**config.mk**
```make
export PLATFORM = sky130hd
export DESIGN_NAME = sram_b_stream_reader
export DESIGN_NICKNAME = d
export VERILOG_FILES = /design/src/rtl/sram_b_pkg.sv /design/src/rtl/sram_b_rd_fifo.sv /design/src/rtl/sram_b_stream_reader.sv
export SDC_FILE = /design/constraint.sdc
export NUM_CORES = 1
export LEC_CHECK = 0
export CAP_MARGIN = 20
export CORE_UTILIZATION = 30
export DETAILED_ROUTE_END_ITERATION = 10
export DONT_BUFFER_PORTS = 1
export GPL_ROUTABILITY_DRIVEN = 0
export MAX_ROUTING_LAYER = met4
export PLACE_DENSITY = 0.46
export SYNTH_ARGS = -nofsm -noshare
export SYNTH_HDL_FRONTEND = slang
export SYNTH_SLANG_ARGS = --single-unit
```
**constraint.sdc**
```tcl
create_clock -name CLK -period 2 [get_ports CLK]
set_input_delay 0.1 -clock CLK [delete_from_list [all_inputs] [get_ports CLK]]
set_output_delay 0.1 -clock CLK [all_outputs]
set_load 0.01 [all_outputs]
```
**src/rtl/sram_b_pkg.sv**
```systemverilog
// sram_b_pkg: shared state type and sizing constants for the SRAM port-1 stream reader.
package sram_b_pkg;
  typedef enum logic [1:0] {IDLE, READ, DRAIN} rd_state_e;
  localparam int RD_FIFO_DEPTH = 3;
  localparam int RD_CREDITS    = 3;
endpackage

```
**src/rtl/sram_b_rd_fifo.sv**
```systemverilog
// sram_b_rd_fifo: small register FIFO that holds SRAM read words until the consumer takes them.
module sram_b_rd_fifo import sram_b_pkg::*; #(
  parameter int DBITS = 8,
  localparam int CW = $clog2(RD_FIFO_DEPTH + 1),
  localparam int PW = $clog2(RD_FIFO_DEPTH)
) (
  input  logic             CLK,
  input  logic             RST_N,
  input  logic             push,
  input  logic [DBITS-1:0] push_data,
  input  logic             pop,
  output logic [DBITS-1:0] head,
  output logic [CW-1:0]    count,
  output logic             empty
);
  logic [DBITS-1:0] mem_q [RD_FIFO_DEPTH];
  logic [DBITS-1:0] mem_d [RD_FIFO_DEPTH];
  logic [PW-1:0]    rd_q, rd_d, wr_q, wr_d;
  logic [CW-1:0]    count_q, count_d;
  logic             pop_ok;

  function automatic logic [PW-1:0] nxt(input logic [PW-1:0] p);
    return p == PW'(RD_FIFO_DEPTH - 1) ? '0 : p + 1'b1;
  endfunction

  assign pop_ok = pop && count_q != '0;
  assign head   = mem_q[rd_q];
  assign count  = count_q;
  assign empty  = count_q == '0;

  always_comb begin
    mem_d = mem_q;
    if (push) mem_d[wr_q] = push_data;
    wr_d    = push ? nxt(wr_q) : wr_q;
    rd_d    = pop_ok ? nxt(rd_q) : rd_q;
    count_d = count_q + CW'(push) - CW'(pop_ok);
  end

  always_ff @(posedge CLK or negedge RST_N) begin
    if (!RST_N) begin
      for (int i = 0; i < RD_FIFO_DEPTH; i++) mem_q[i] <= '0;
      rd_q    <= '0;
      wr_q    <= '0;
      count_q <= '0;
    end else begin
      mem_q   <= mem_d;
      rd_q    <= rd_d;
      wr_q    <= wr_d;
      count_q <= count_d;
    end
  end
endmodule

```
**src/rtl/sram_b_stream_reader.sv**
```systemverilog
// sram_b_stream_reader: turns (base, length) commands into SRAM port-1 reads and a
// backpressured valid/ready word stream, hiding the one-cycle Q1 latency behind a credit FIFO.
module sram_b_stream_reader import sram_b_pkg::*; #(
  parameter int ABITS = 7,
  parameter int DBITS = 8
) (
  input  logic             CLK,
  input  logic             RST_N,
  input  logic             cmd_valid,
  output logic             cmd_ready,
  input  logic [ABITS-1:0] cmd_base,
  input  logic [ABITS:0]   cmd_len,
  output logic             out_valid,
  input  logic             out_ready,
  output logic [DBITS-1:0] out_data,
  output logic             out_last,
  output logic             busy,
  output logic             CE1,
  output logic [ABITS-1:0] A1,
  input  logic [DBITS-1:0] Q1
);
  localparam int CW = $clog2(RD_FIFO_DEPTH + 1);

  rd_state_e        state_q, state_d;
  logic [ABITS-1:0] addr_q, addr_d;
  logic [ABITS:0]   issue_left_q, issue_left_d, out_left_q, out_left_d;
  logic             inflight_q, inflight_d;
  logic [CW-1:0]    fifo_count;
  logic [CW:0]      outstanding;
  logic             fifo_empty, issue, pop;

  sram_b_rd_fifo #(.DBITS(DBITS)) u_fifo (
    .CLK       (CLK),
    .RST_N     (RST_N),
    .push      (inflight_q),
    .push_data (Q1),
    .pop       (pop),
    .head      (out_data),
    .count     (fifo_count),
    .empty     (fifo_empty)
  );

  // Words already requested but not yet consumed must fit in the FIFO.
  assign outstanding = {1'b0, fifo_count} + (CW+1)'(inflight_q);
  assign issue       = state_q == READ && issue_left_q != '0 && outstanding < (CW+1)'(RD_CREDITS);
  assign CE1         = issue;
  assign A1          = addr_q;
  assign cmd_ready   = state_q == IDLE;
  assign busy        = state_q != IDLE;
  assign out_valid   = !fifo_empty;
  assign out_last    = out_valid && out_left_q == (ABITS+1)'(1);
  assign pop         = out_valid && out_ready;

  always_comb begin
    state_d      = state_q;
    addr_d       = addr_q;
    issue_left_d = issue_left_q;
    out_left_d   = out_left_q;
    inflight_d   = issue;
    if (state_q == IDLE && cmd_valid) begin
      addr_d       = cmd_base;
      issue_left_d = cmd_len;
      out_left_d   = cmd_len;
      state_d      = cmd_len == '0 ? IDLE : READ;
    end
    if (issue) begin
      addr_d       = addr_q + 1'b1;
      issue_left_d = issue_left_q - 1'b1;
      state_d      = issue_left_q == (ABITS+1)'(1) ? DRAIN : state_d;
    end
    if (pop) begin
      out_left_d = out_left_q - 1'b1;
      state_d    = out_left_q == (ABITS+1)'(1) ? IDLE : state_d;
    end
  end

  always_ff @(posedge CLK or negedge RST_N) begin
    if (!RST_N) begin
      state_q      <= IDLE;
      addr_q       <= '0;
      issue_left_q <= '0;
      out_left_q   <= '0;
      inflight_q   <= 1'b0;
    end else begin
      state_q      <= state_d;
      addr_q       <= addr_d;
      issue_left_q <= issue_left_d;
      out_left_q   <= out_left_d;
      inflight_q   <= inflight_d;
    end
  end
endmodule

```
### Yosys cells after proc, flatten, opt, wreduce, memory -nomap -nowiden

Cells that the tools add are included.
W data, S select, Z words.

| word-level totals | value |
|---|---|
| bits in registers | 56 |
| word-level logic and storage cells | 65 |
| output and inout port bits | 20 |

| cells by class | value |
|---|---|
| reductions and logical operators | 16 |
| magnitude comparators | 4 |
| $add $sub $neg | 8 |
| bitwise operators | 2 |
| eq/ne operators | 5 |
| multiplexer cells | 19 |

Operators by type and width:

| cell | count |
|---|---|
| $mux W8 | 6 |
| $bwmux W24 | 1 |
| $bmux W8 S2 | 1 |
| $demux W8 S2 | 1 |
| $eq A8 B1 Y1 const B | 2 |
| $sub A8 B1 Y8 const B | 2 |
| $mux W2 | 7 |
| $mux W7 | 2 |
| $logic_not A8 Y1 | 1 |
| $reduce_bool A2 Y1 | 4 |
| $reduce_bool A8 Y1 | 1 |
| $add A7 B1 Y7 const B | 1 |
| $logic_and A1 B1 Y1 | 7 |
| $ge A3 B3 Y1 const B | 2 |
| $not A2 Y3 | 2 |
| $add A2 B1 Y2 const B | 2 |
| $eq A2 B2 Y1 const B | 2 |
| $logic_not A2 Y1 | 2 |
| $add A2 B1 Y3 | 1 |
| $lt A3 B1 Y1 const B | 1 |
| $lt A3 B2 Y1 const B | 1 |
| $add A2 B1 Y2 | 1 |
| $eq A2 B1 Y1 const B | 1 |
| $sub A2 B1 Y2 | 1 |
| 2 further kinds | 2 |

### Depth between registers and ports, before layout

Gate-level depths: netlist (run 1).

| logic depth | value |
|---|---|
| depth in word-level cells | 7 |
| mapped depth | 9 |
| mapped depth without buffers | 7 |

### By module

From an unflattened synthesis (run 1), not the netlist that was laid out.

| second synthesis, totals | value |
|---|---|
| cells, all modules | 278 |
| area total of the unflattened synthesis | 2,972.9 µm² |

Modules (own cells, without submodules):

| module | cells an instance | area each (µm²) | instances |
|---|---|---|---|
| sram_b_stream_reader | 185 | 1,636.6 | 1 |
| sram_b_rd_fifo | 93 | 1,336.3 | 1 |

### Worst setup path before layout (run 1)

Ideal clock, no wire load.

| timing | value |
|---|---|
| path kind | reg2reg |
| from | register inflight_q |
| to | register addr_q[3] (netlist: A1[3]) |
| slack | -0.034 ns |
| buffers on the path | 2 |
| library setup time | 0.139 ns |
| cell stages (with the launch flop) | 9 |
| required time | 1.861 ns |
| arrival time | 1.896 ns |
| clock period less this slack | 2.034 ns |
| cell sequence | dfrtp_1 ha_1 ha_1 or3b_1 a211o_1 buf_6 buf_6 o211ai_2 o311ai_2 |

| between the ends | value |
|---|---|
| cells in the longest elaborated chain, start to end | 4 |

RTL lines:

| element | RTL line | source |
|---|---|---|
| from (decl) | sram_b_stream_reader.sv:27 | `logic inflight_q, inflight_d;` |
| from (signal assigned) | sram_b_stream_reader.sv:89 | `inflight_q <= inflight_d;` |
| $add A2 B1 Y3 * | sram_b_stream_reader.sv:44 | `assign outstanding = {1'b0, fifo_count} + (CW+1)'(inflight_q);` |
| $lt A3 B2 Y1 * | sram_b_stream_reader.sv:45 | `assign issue = state_q == READ && issue_left_q != '0 && outstanding < (CW+1)'(RD_CREDITS);` |
| $logic_and A1 B1 Y1 * | sram_b_stream_reader.sv:45 |  |
| $mux W7 or $reduce_bool A2 Y1 (tied branches) | -- |  |
| to (signal assigned) | sram_b_stream_reader.sv:86 | `addr_q <= addr_d;` |
| to (decl) | sram_b_stream_reader.sv:25 | `logic [ABITS-1:0] addr_q, addr_d;` |

Every way passes the cells marked *; elsewhere a longest branch is shown, timed or not.
A chain may end at the register's enable or synchronous reset.

### Worst setup path in the final report (run 1)

| timing | value |
|---|---|
| from | register u_fifo.count_q[0] (netlist: u_fifo.count[0]) |
| to | output port CE1 |

| between the ends | value |
|---|---|
| cells in the longest elaborated chain, start to end | 3 |

RTL lines:

| element | RTL line | source |
|---|---|---|
| from (decl) | sram_b_rd_fifo.sv:19 | `logic [CW-1:0] count_q, count_d;` |
| from (signal assigned) | sram_b_rd_fifo.sv:49 | `count_q <= count_d;` |
| $add A2 B1 Y3 | sram_b_stream_reader.sv:44 |  |
| $lt A3 B2 Y1 | sram_b_stream_reader.sv:45 |  |
| $logic_and A1 B1 Y1 | sram_b_stream_reader.sv:45 |  |
| to (decl) | sram_b_stream_reader.sv:18 | `output logic CE1,` |

No other way between the ends.

==> results of run 1 <==
==> area by class of cell <==
class	count	area share
Clock inverter	3	0.00607
Clock buffer	5	0.0186
Sequential cell	56	0.378
Multi-Input combinational cell	195	0.398
Timing Repair Buffer	57	0.144
Inverter	11	0.0125
Tap cell	129	0.0435
==> power breakdown <==
group          total [mW]  internal [mW]  switching (mW)
Clock               0.666          0.253           0.413
Combinational        3.58           1.89            1.69
Sequential           2.25           1.71           0.542
==> worst reg2reg max path, cell delays in order (launching register included) <==
cell and delay (ns):
dfrtp_1 0.40, ha_2 0.18, ha_2 0.15, or3b_4 0.38, a211o_4 0.31, buf_4 0.15, mux2i_1 0.11, a221o_1 0.29
==> registers in the layout, indices dropped and copies added, names as in the netlist <==
name,count
inflight_q,1
u_fifo.mem_q,24
u_fifo.rd_q,2
u_fifo.wr_q,2
state_q,2
u_fifo.count,2
out_left_q,8
issue_left_q,8
A1,7
==> through the flow <==
stage / hold WS [ns] / cell area (sq um) / power [mW]
after global placement: -0.194 / 3230 / 5.31
final: 0.154 / 3710 / 6.50
after detailed placement: -0.194 / 3230 / 5.35
after global routing: 0.173 / 3710 / 7.06
after CTS: 0.154 / 3650 / 6.36
after floorplan: -0.196 / 2940 / 4.50
==> Yosys cell counts (all sizes together), types with 3 or more instances <==
cell type	instances
nor3	6
a32oi	5
nor2	16
nand2b	3
mux2	24
a221o	5
ha	9
a22oi	3
or3	6
a211oi	3
o211ai	3
or3b	3
clkbuf	9
dfrtp	56
a21o	3
o21ai	17
mux2i	10
buf	4
nor4	8
nand2	27
nor3b	3
or2	3
nand3	15
a21oi	6
inv	9
==> what timing repair did <==
action                                  CTS  global route
buffers inserted                          3             2
pin swaps                                 4             2
endpoints found under the setup margin   11            17
hold buffers                             26             0
hold endpoints to repair                105             0
gates resized for setup                   7             7
==> worst paths after layout <==
path / slack, ns / cells after the start / to
min in group asynchronous: 0.34 / 2 / u_fifo.mem_q[18]$_DFFE_PN0P_
hold reg to reg: 0.52 / 1 / u_fifo.mem_q[16]$_DFFE_PN0P_
setup reg to reg: -0.07 / 7 / A1[2]$_DFFE_PN0P_
max in group asynchronous: 1.42 / 2 / A1[1]$_DFFE_PN0P_
setup / recovery: -0.07 / 7 / CE1
hold / removal: 0.15 / 4 / u_fifo.count[1]$_DFF_PN0_
==> per-layer routing <==
metal / vias to the layer above / GRT usage / wire (microns)
li1: 1114 / - / -
met1: 1137 / 0.208 / 3400
met2: 50 / 0.240 / 3480
met3: 8 / 0.0284 / 246
met4: 0 / 0.0379 / 48
met5: - / - / 0
==> cells by family after synthesis <==
| kind of cell | count (synthesis) | synth area share |
|---|---|---|
| AO/OA/AOI/OAI | 55 | 0.137 |
| XOR/XNOR | 2 | 0.00598 |
| adder cells (fa/ha/maj) | 9 | 0.0384 |
| buffers and inverters | 24 | 0.0401 |
| flip-flops | 56 | 0.478 |
| multiplexers | 34 | 0.126 |
| AND/OR/NAND/NOR | 95 | 0.174 |
==> impl_metrics.py, run 1 <==
metrics = {
    "clock_tree": {
        "clk_pin_slew_ns": 0.11,
        "htree_num_levels": 2,
        "cts_buffers": 5,
        "clkLatencyLatePin_ns": 0.32,
        "cts_buffer_depth": 2,
        "cts_root_buf": "clkbuf_8",
        "cts_sinks": 56,
        "cts_tree": "done",
    },
    "timing": {
        "drv_slew": 0,
        "fin_crit_sh": 1.04,
        "fmax_mhz": 483,
        "fin_crit_ns": 2.07,
        "setup_viol": 9,
        "setup_ws_ns": -0.0716,
        "rsz0062_at_grt": "yes",
        "worst_pin_slew_ns": 0.486,
        "hold_viol": 0,
        "skew_ns": 0.00660,
        "slew_headroom": 0.675,
        "finalSetupTns_ns": -0.385,
    },
    "synth": {
        "async_flop_share": 1.00,
        "yosys-top-cells-area": "dfrtp_1 (48%), mux2_2 (9.2%), ha_1 (3.8%)",
        "synth_nets": 311,
        "syn-cell-area_sq_um": 2930,
        "synthCells": 275,
        "avgSynthCellArea_sq_um": 10.7,
        "synth-seq-cells": 56,
        "yosysWarnings": 0,
        "synth_cell_types": 51,
        "yosysTopAreaCell": "dfrtp_1",
        "synth-main-ff-cell": "dfrtp_1",
        "ys_seq_area_frac": 0.478,
        "synth_edf_count": 0,
        "synth.top_cell.area_share": 0.478,
    },
    "finish": {
        "fillers": 937,
        "area_delta_synth_final_pct": 26.5,
        "nets": 362,
        "seqCellArea_sq_um": 1400,
        "fin_cells": 456,
        "mostFrequentLayoutCell": "dfrtp_1",
        "final_core_util": 0.396,
        "drive_gt1_frac": 0.269,
        "multi_input_area_sq_um": 1470,
        "layout_common_cells": "dfrtp_1 (56), nand2_1 (27), dlygate4sd3_1 (25), buf_4 (25), mux2_2 (24)",
        "antenna_cells": 0,
    },
    "floorplan": {
        "die_h_microns": 101,
        "io-pin-count": 47,
        "die_x_microns": 101,
        "rows": 35,
        "initial_utilization": 0.313,
        "core_sq_um": 9370,
        "dieArea_sq_um": 10200,
    },
    "routing": {
        "drc": 0,
        "final_antenna_net_count": 0,
        "viasPerCell": 5.06,
        "wire_per_inst_microns": 15.7,
        "drtIter0Drc": 64,
        "vias": 2309,
        "routed_wl_microns": 7170,
        "drt_pass1_iterations": 4,
    },
    "critical_path": {
        "critPathBufInv": 3,
        "critical-path-top-delay-family": "flip-flops",
        "crit_path_top_delay_cell": "dfrtp_1",
        "crit_required_ns": 1.90,
        "path_class": "reg -> out",
        "crit_path_start_kind": "flip-flop",
        "path_cells": "ha_2, ha_2, or3b_4, a211o_4, clkinv_4, buf_6, buf_6",
        "crit_fanout": 4,
        "worstReg2RegStart": "u_fifo.count[0]$_DFF_PN0_",
        "max_stage_delay_ns": 0.40,
        "crit_path_end_kind": "output pin",
        "arrival_ns": 1.97,
        "crit_start": "u_fifo.count[0]$_DFF_PN0_",
    },
    "global_route": {
        "grt_max_degree": 57,
        "track_usage": 0.154,
        "grt_pass1_wl_microns": 11800,
        "antenna_found_initial": 0,
        "grt-ovfl-total": 0,
        "grt_pass1_vias": 2273,
    },
    "power": {
        "max-vdd-ir-drop_mv": 1.28,
        "leakagePower_nw": 1.56,
        "powerDensity_nw_per_um2": 1750,
    },
    "run": {
        "max-cap-violations": 0,
    },
    "place": {
        "placedCellCount": 417,
        "dp_slack_ns": -0.101,
        "dp_hpwl_microns": 4840,
        "portBuffers": 0,
    },
    "hold_path": {
        "hold_class": "in -> reg",
        "worstHoldStart": "out_ready",
    },
    "status": {
        "status": "finished, violations left",
        "violations": "negative setup slack",
    },
}
Note: power is estimated with default switching activity, not from simulation.
==> inputs of run 2 (changes only) <==
--- a/config.mk
+++ b/config.mk
@@ -6,6 +6,7 @@
 export NUM_CORES = 1
 export LEC_CHECK = 0
 export CAP_MARGIN = 20
+export CORE_MARGIN = 2
 export CORE_UTILIZATION = 30
 export DETAILED_ROUTE_END_ITERATION = 10
 export DONT_BUFFER_PORTS = 1
==> run 2 against run 1 <==
Effect of this change:
- the run still ends with negative setup slack left
- critical path type unchanged
- global-route usage decreased by 0.89 points
- register-to-register slack got worse by 0.04 ns
- critical path depth unchanged
- sequential cell count unchanged
- highest routed layer unchanged
- combinational power increased by 6.7%
- clock-buffer cell count unchanged
- routed wire length decreased by 1.1%
- cell count increased by 1.3%
- clock power increased by 16%
==> impl_metrics.py, run 2 (same netlist as run 1, synthesis figures left out) <==
metrics = {
    "power": {
        "combPwrFrac": 0.558,
        "seq_power_share": 0.329,
        "powerDensity_nw_per_um2": 1810,
        "p_sw_mw": 2.69,
        "netSwitchingFraction": 0.393,
        "p_int_mw": 4.15,
        "total_power_mw": 6.85,
        "clockPowerShare": 0.113,
        "max-vdd-ir-drop_mv": 1.40,
        "leakagePower_nw": 1.59,
    },
    "timing": {
        "rsz0062_at_grt": "yes",
        "fmax_mhz": 472,
        "setup_ws_ns": -0.118,
        "hold_viol": 0,
        "worst_pin_slew_ns": 0.646,
        "hold_slack_ns": 0.0622,
        "fin_crit_ns": 2.12,
        "fin_crit_sh": 1.06,
        "finalSetupTns_ns": -0.826,
        "slew_headroom": 0.566,
        "drv_slew": 0,
        "skew_ns": 0.0124,
        "setup_viol": 12,
    },
    "critical_path": {
        "critical-path-top-delay-family": "simple AND/OR/NAND/NOR gates",
        "crit_required_ns": 1.90,
        "critPathBufInv": 3,
        "crit_fanout": 5,
        "crit_path_top_delay_cell": "or3b_4",
        "cp_num_cells": 7,
        "crit_path_end_kind": "output pin",
        "rr_worst_depth": 8,
        "cp-endpoint": "CE1",
        "arrival_ns": 2.02,
        "max_stage_delay_ns": 0.41,
        "rr_endpoint": "issue_left_q[1]$_DFFE_PN0P_",
        "path_class": "reg -> out",
        "crit_path_start_kind": "flip-flop",
        "rrSetupSlack_ns": -0.11,
        "worstReg2RegStart": "inflight_q$_DFF_PN0_",
        "path_cells": "ha_2, ha_2, or3b_4, a211o_4, clkinv_4, buf_6, buf_6",
        "crit_start": "inflight_q$_DFF_PN0_",
    },
    "routing": {
        "routed_wl_microns": 7090,
        "wire_per_inst_microns": 15.4,
        "drtIter0Drc": 46,
        "final_antenna_net_count": 0,
        "vias": 2310,
        "drt_pass1_iterations": 4,
        "drc": 0,
        "viasPerCell": 5.00,
    },
    "place": {
        "post_dp_cell_area_sq_um": 3230,
        "dp_hpwl_microns": 4850,
        "portBuffers": 0,
    },
    "clock_tree": {
        "cts_buffer_depth": 2,
        "htree_num_levels": 2,
        "cts_sinks": 56,
        "clkLatencyLatePin_ns": 0.31,
        "cts_buffers": 5,
        "cts_root_buf": "clkbuf_8",
        "clk_pin_slew_ns": 0.11,
        "cts_tree": "done",
    },
    "global_route": {
        "grt_use_met3": 0.0339,
        "grt_pass1_vias": 2326,
        "grt-ovfl-total": 0,
        "antenna_found_initial": 0,
        "grt_pass1_wl_microns": 11600,
        "grt_max_degree": 57,
        "use_met2": 0.235,
        "grt_busiest_layer": "met2",
        "track_usage": 0.145,
        "met1_usage": 0.187,
    },
    "finish": {
        "largestRegisters": "u_fifo.mem_q (24), issue_left_q (8), out_left_q (8)",
        "drive_gt1_frac": 0.283,
        "antenna_cells": 0,
        "largest_reg_flops": 24,
        "nets": 364,
        "regMostFlops": "u_fifo.mem_q",
        "layout_common_cells": "dfrtp_1 (56), nand2_1 (27), dlygate4sd3_1 (25)",
        "final_core_util": 0.393,
        "area_delta_synth_final_pct": 29.2,
        "mostFrequentLayoutCell": "dfrtp_1",
        "final_area_sq_um": 3790,
    },
    "status": {
        "violations": "negative setup slack",
        "status": "finished, violations left",
    },
    "floorplan": {
        "initial_utilization": 0.304,
        "core_sq_um": 9640,
        "rows": 36,
        "dieArea_sq_um": 10600,
        "die_h_microns": 103,
        "die_x_microns": 103,
        "io-pin-count": 47,
    },
    "run": {
        "max-cap-violations": 0,
    },
    "hold_path": {
        "hold_class": "in -> reg",
        "holdPathStages": 3,
    },
}
run 2: cell types whose count changed in the layout (fill, tap and decap cells not counted), sizes merged:
cell | previous run | this run
buf | 32 | 34
bufinv | 0 | 1
clkinv | 4 | 2
clkinvlp | 0 | 1
run 2: how the worst min path moves through the flow:
stage	endpoint	from	slack, ns
3_3_place_gp	u_fifo.mem_q[6]$_DFFE_PN0P_	RST_N	-0.19
3_5_place_dp	u_fifo.mem_q[6]$_DFFE_PN0P_	RST_N	-0.19
2_1_floorplan	A1[0]$_DFFE_PN0P_	RST_N	-0.20
6_report	issue_left_q[4]$_DFFE_PN0P_	cmd_len[4]	0.06
4_1_cts	issue_left_q[4]$_DFFE_PN0P_	cmd_len[4]	0.06
5_1_grt	issue_left_q[4]$_DFFE_PN0P_	cmd_len[4]	0.06
run 2: cell type report:
cell class / count / area [sq um]
fillers: 991 / 5850
well taps: 133 / 166
clock buffers: 5 / 68.8
repair buffers: 59 / 567
flip-flops and latches: 56 / 1400
multi-input cells: 195 / 1490
clock inverters: 3 / 46.3
inverters: 11 / 46.3
run 2: repair_timing:
| action | in CTS | in global routing |
|---|---|---|
| buffers inserted | 4 | 3 |
| gates resized for setup | 10 | 13 |
| cloned | 0 | 0 |
| setup endpoints to repair | 12 | 16 |
| hold buffers | 26 | 0 |
| hold endpoints to repair | 104 | 0 |
| pin swaps | 5 | 11 |
run 2: worst reg2reg max path, delay by kind of cell (launching register included):
family	cells	cell delay (ns)
AO/OA/AOI/OAI	2	0.62
adder cells (fa/ha/maj)	2	0.34
flip-flops	1	0.40
buffers and inverters	2	0.19
AND/OR/NAND/NOR	2	0.47
run 2: metal layers:
| layer | wire length [microns] | up-vias | share of wire |
|---|---|---|---|
| li1 | - | 1115 | - |
| met1 | 3250 | 1145 | 0.46 |
| met2 | 3410 | 48 | 0.48 |
| met3 | 392 | 2 | 0.055 |
| met4 | 34 | 0 | 0.0048 |
| met5 | 0 | - | 0 |
run 2: stage by stage:
stage          setup slack (ns)  instances
6_report                 -0.118        462
5_1_grt                  -0.207        462
4_1_cts                  -0.160        459
3_5_place_dp             -0.123        421
3_3_place_gp             -0.109        421
2_1_floorplan          -0.00107        275
run 2: power by group through the flow:
stage / sequential (mW) / combinational (mW) / clock [mW]
4_1_cts: 2.25 / 3.51 / 0.810
3_5_place_dp: 2.26 / 3.15 / 0
6_report: 2.25 / 3.82 / 0.774
2_1_floorplan: 2.14 / 2.36 / 0
5_1_grt: 2.34 / 4.26 / 0.856
3_3_place_gp: 2.25 / 3.11 / 0
==> inputs of run 3 (changes only) <==
--- a/config.mk
+++ b/config.mk
@@ -6,11 +6,11 @@
 export NUM_CORES = 1
 export LEC_CHECK = 0
 export CAP_MARGIN = 20
-export CORE_MARGIN = 2
 export CORE_UTILIZATION = 30
 export DETAILED_ROUTE_END_ITERATION = 10
 export DONT_BUFFER_PORTS = 1
 export GPL_ROUTABILITY_DRIVEN = 0
+export GPL_TIMING_DRIVEN = 0
 export MAX_ROUTING_LAYER = met4
 export PLACE_DENSITY = 0.46
 export SYNTH_ARGS = -nofsm -noshare
==> run 3 against run 2 <==
Effect of this change:
- the flow still finishes with violations (negative setup slack)
- clock power is 13% lower
- critical path depth rose by 3
- clock-buffer cell count stayed put
- global-route usage increased by 1.2 points
- core utilization decreased by 0.75 points
- cell area fell by 4.6%
- worst hold slack improved by 0.073 ns
- register-to-register slack got worse by 0.04 ns
- routed wire length is 2.8% higher
- cell count is 3.9% lower
- sequential power barely moved
==> impl_metrics.py, run 3 (same netlist as run 1, synthesis figures left out) <==
metrics = {
    "critical_path": {
        "arrival_ns": 2.35,
        "path_class": "reg -> reg",
        "crit_path_start_kind": "flip-flop",
        "crit_required_ns": 2.20,
        "crit_fanout": 8,
        "crit_path_end_kind": "flip-flop",
        "rr_worst_depth": 10,
    },
    "global_route": {
        "use_met2": 0.256,
        "grt_busiest_layer": "met2",
        "grt_pass1_vias": 2289,
        "antenna_found_initial": 0,
        "grt_pass1_wl_microns": 12000,
        "grt_max_degree": 57,
        "track_usage": 0.157,
        "grt_use_met3": 0.0264,
        "grt-ovfl-total": 0,
        "met1_usage": 0.205,
    },
    "floorplan": {
        "io-pin-count": 47,
        "rows": 35,
        "core_sq_um": 9370,
        "die_h_microns": 101,
        "initial_utilization": 0.313,
        "die_x_microns": 101,
        "dieArea_sq_um": 10200,
    },
    "power": {
        "max-vdd-ir-drop_mv": 0.864,
        "powerDensity_nw_per_um2": 1770,
        "total_power_mw": 6.38,
        "leakagePower_nw": 1.48,
    },
    "clock_tree": {
        "cts_buffer_depth": 2,
        "htree_num_levels": 2,
        "clk_pin_slew_ns": 0.11,
        "cts_buffers": 5,
        "cts_root_buf": "clkbuf_8",
        "clkLatencyLatePin_ns": 0.32,
        "cts_tree": "done",
        "cts_sinks": 56,
    },
    "timing": {
        "hold_viol": 0,
        "fin_crit_ns": 2.15,
        "fin_crit_sh": 1.08,
        "setup_ws_ns": -0.153,
        "fmax_mhz": 465,
        "slew_headroom": 0.472,
        "skew_ns": 0.00508,
        "setup_viol": 15,
        "worst_pin_slew_ns": 0.788,
        "rsz0062_at_grt": "yes",
        "drv_slew": 0,
    },
    "finish": {
        "regMostFlops": "u_fifo.mem_q",
        "final_core_util": 0.385,
        "nets": 350,
        "layout_common_cells": "dfrtp_1 (56), nand2_1 (27), dlygate4sd3_1 (25)",
        "largest_reg_flops": 24,
        "mostFrequentLayoutCell": "dfrtp_1",
        "largestRegisters": "u_fifo.mem_q (24), issue_left_q (8), out_left_q (8)",
        "final_area_sq_um": 3610,
        "drive_gt1_frac": 0.216,
        "area_delta_synth_final_pct": 23.2,
        "antenna_cells": 0,
    },
    "routing": {
        "final_antenna_net_count": 0,
        "drt_pass1_iterations": 4,
        "wire_per_inst_microns": 16.4,
        "drc": 0,
        "routed_wl_microns": 7290,
        "vias": 2281,
        "drtIter0Drc": 73,
        "viasPerCell": 5.14,
    },
    "place": {
        "dp_slack_ns": -0.186,
        "post_dp_cell_area_sq_um": 3100,
        "dp_hpwl_microns": 4800,
        "portBuffers": 0,
    },
    "status": {
        "status": "finished, violations left",
        "violations": "negative setup slack",
    },
    "hold_path": {
        "holdPathStages": 4,
        "hold_class": "in -> reg",
    },
    "run": {
        "max-cap-violations": 0,
    },
}
run 3: worst paths after layout:
| check | slack, ns | start | end |
|---|---|---|---|
| worst max-delay path | -0.15 | issue_left_q[0]$_DFFE_PN0P_ | A1[5]$_DFFE_PN0P_ |
| worst max register to register | -0.15 | issue_left_q[0]$_DFFE_PN0P_ | A1[5]$_DFFE_PN0P_ |
| worst min register to register | 0.52 | u_fifo.mem_q[2]$_DFFE_PN0P_ | u_fifo.mem_q[2]$_DFFE_PN0P_ |
| min in group asynchronous | 0.31 | RST_N | u_fifo.mem_q[11]$_DFFE_PN0P_ |
| max in group asynchronous | 1.44 | RST_N | issue_left_q[1]$_DFFE_PN0P_ |
| worst min-delay path | 0.14 | out_ready | u_fifo.rd_q[1]$_DFFE_PN0P_ |
run 3: power breakdown:
part / internal [mW] / switching, mW
combinational: 1.71 / 1.72
sequential: 1.71 / 0.567
clock: 0.257 / 0.417
run 3: area by class of cell:
type                            instances  area [sq um]
Multi-Input combinational cell        195          1470
Inverter                               11          56.3
Buffer                                 13          77.6
Timing Repair Buffer                   32           347
Clock buffer                            5          68.8
Tap cell                              129           161
Sequential cell                        56          1400
Clock inverter                          3          25.0
Fill cell                             954          5760
run 3: repair_timing:
item	in CTS	in global routing
endpoints found under the hold margin	105	0
endpoints found under the setup margin	17	28
cloned	1	0
hold buffers	26	0
gates resized for setup	11	8
setup buffers	5	0
pin swaps	8	3
run 3: critical path, stage by stage, from the launching register on:
cell,delay (ns)
dfrtp_1,0.46
inv_1,0.08
ha_1,0.22
nor3b_1,0.27
a211o_1,0.18
buf_6,0.17
clkinv_8,0.07
buf_4,0.15
buf_16,0.13
a32oi_1,0.19
nand3_1,0.10
run 3: metrics by stage:
step | hold WS [ns] | TNS, ns | std cells
after floorplan | -0.196 | -0.00107 | 275
after global placement | -0.194 | -1.22 | 404
after detailed placement | -0.194 | -1.44 | 404
after CTS | 0.138 | -1.37 | 444
after global routing | 0.138 | -2.53 | 444
final | 0.135 | -1.35 | 444
run 3: layer usage:
| metal | share of wire | up-vias |
|---|---|---|
| li1 | - | 1089 |
| met1 | 0.45 | 1143 |
| met2 | 0.51 | 42 |
| met3 | 0.033 | 7 |
| met4 | 0.0064 | 0 |
| met5 | 0 | - |
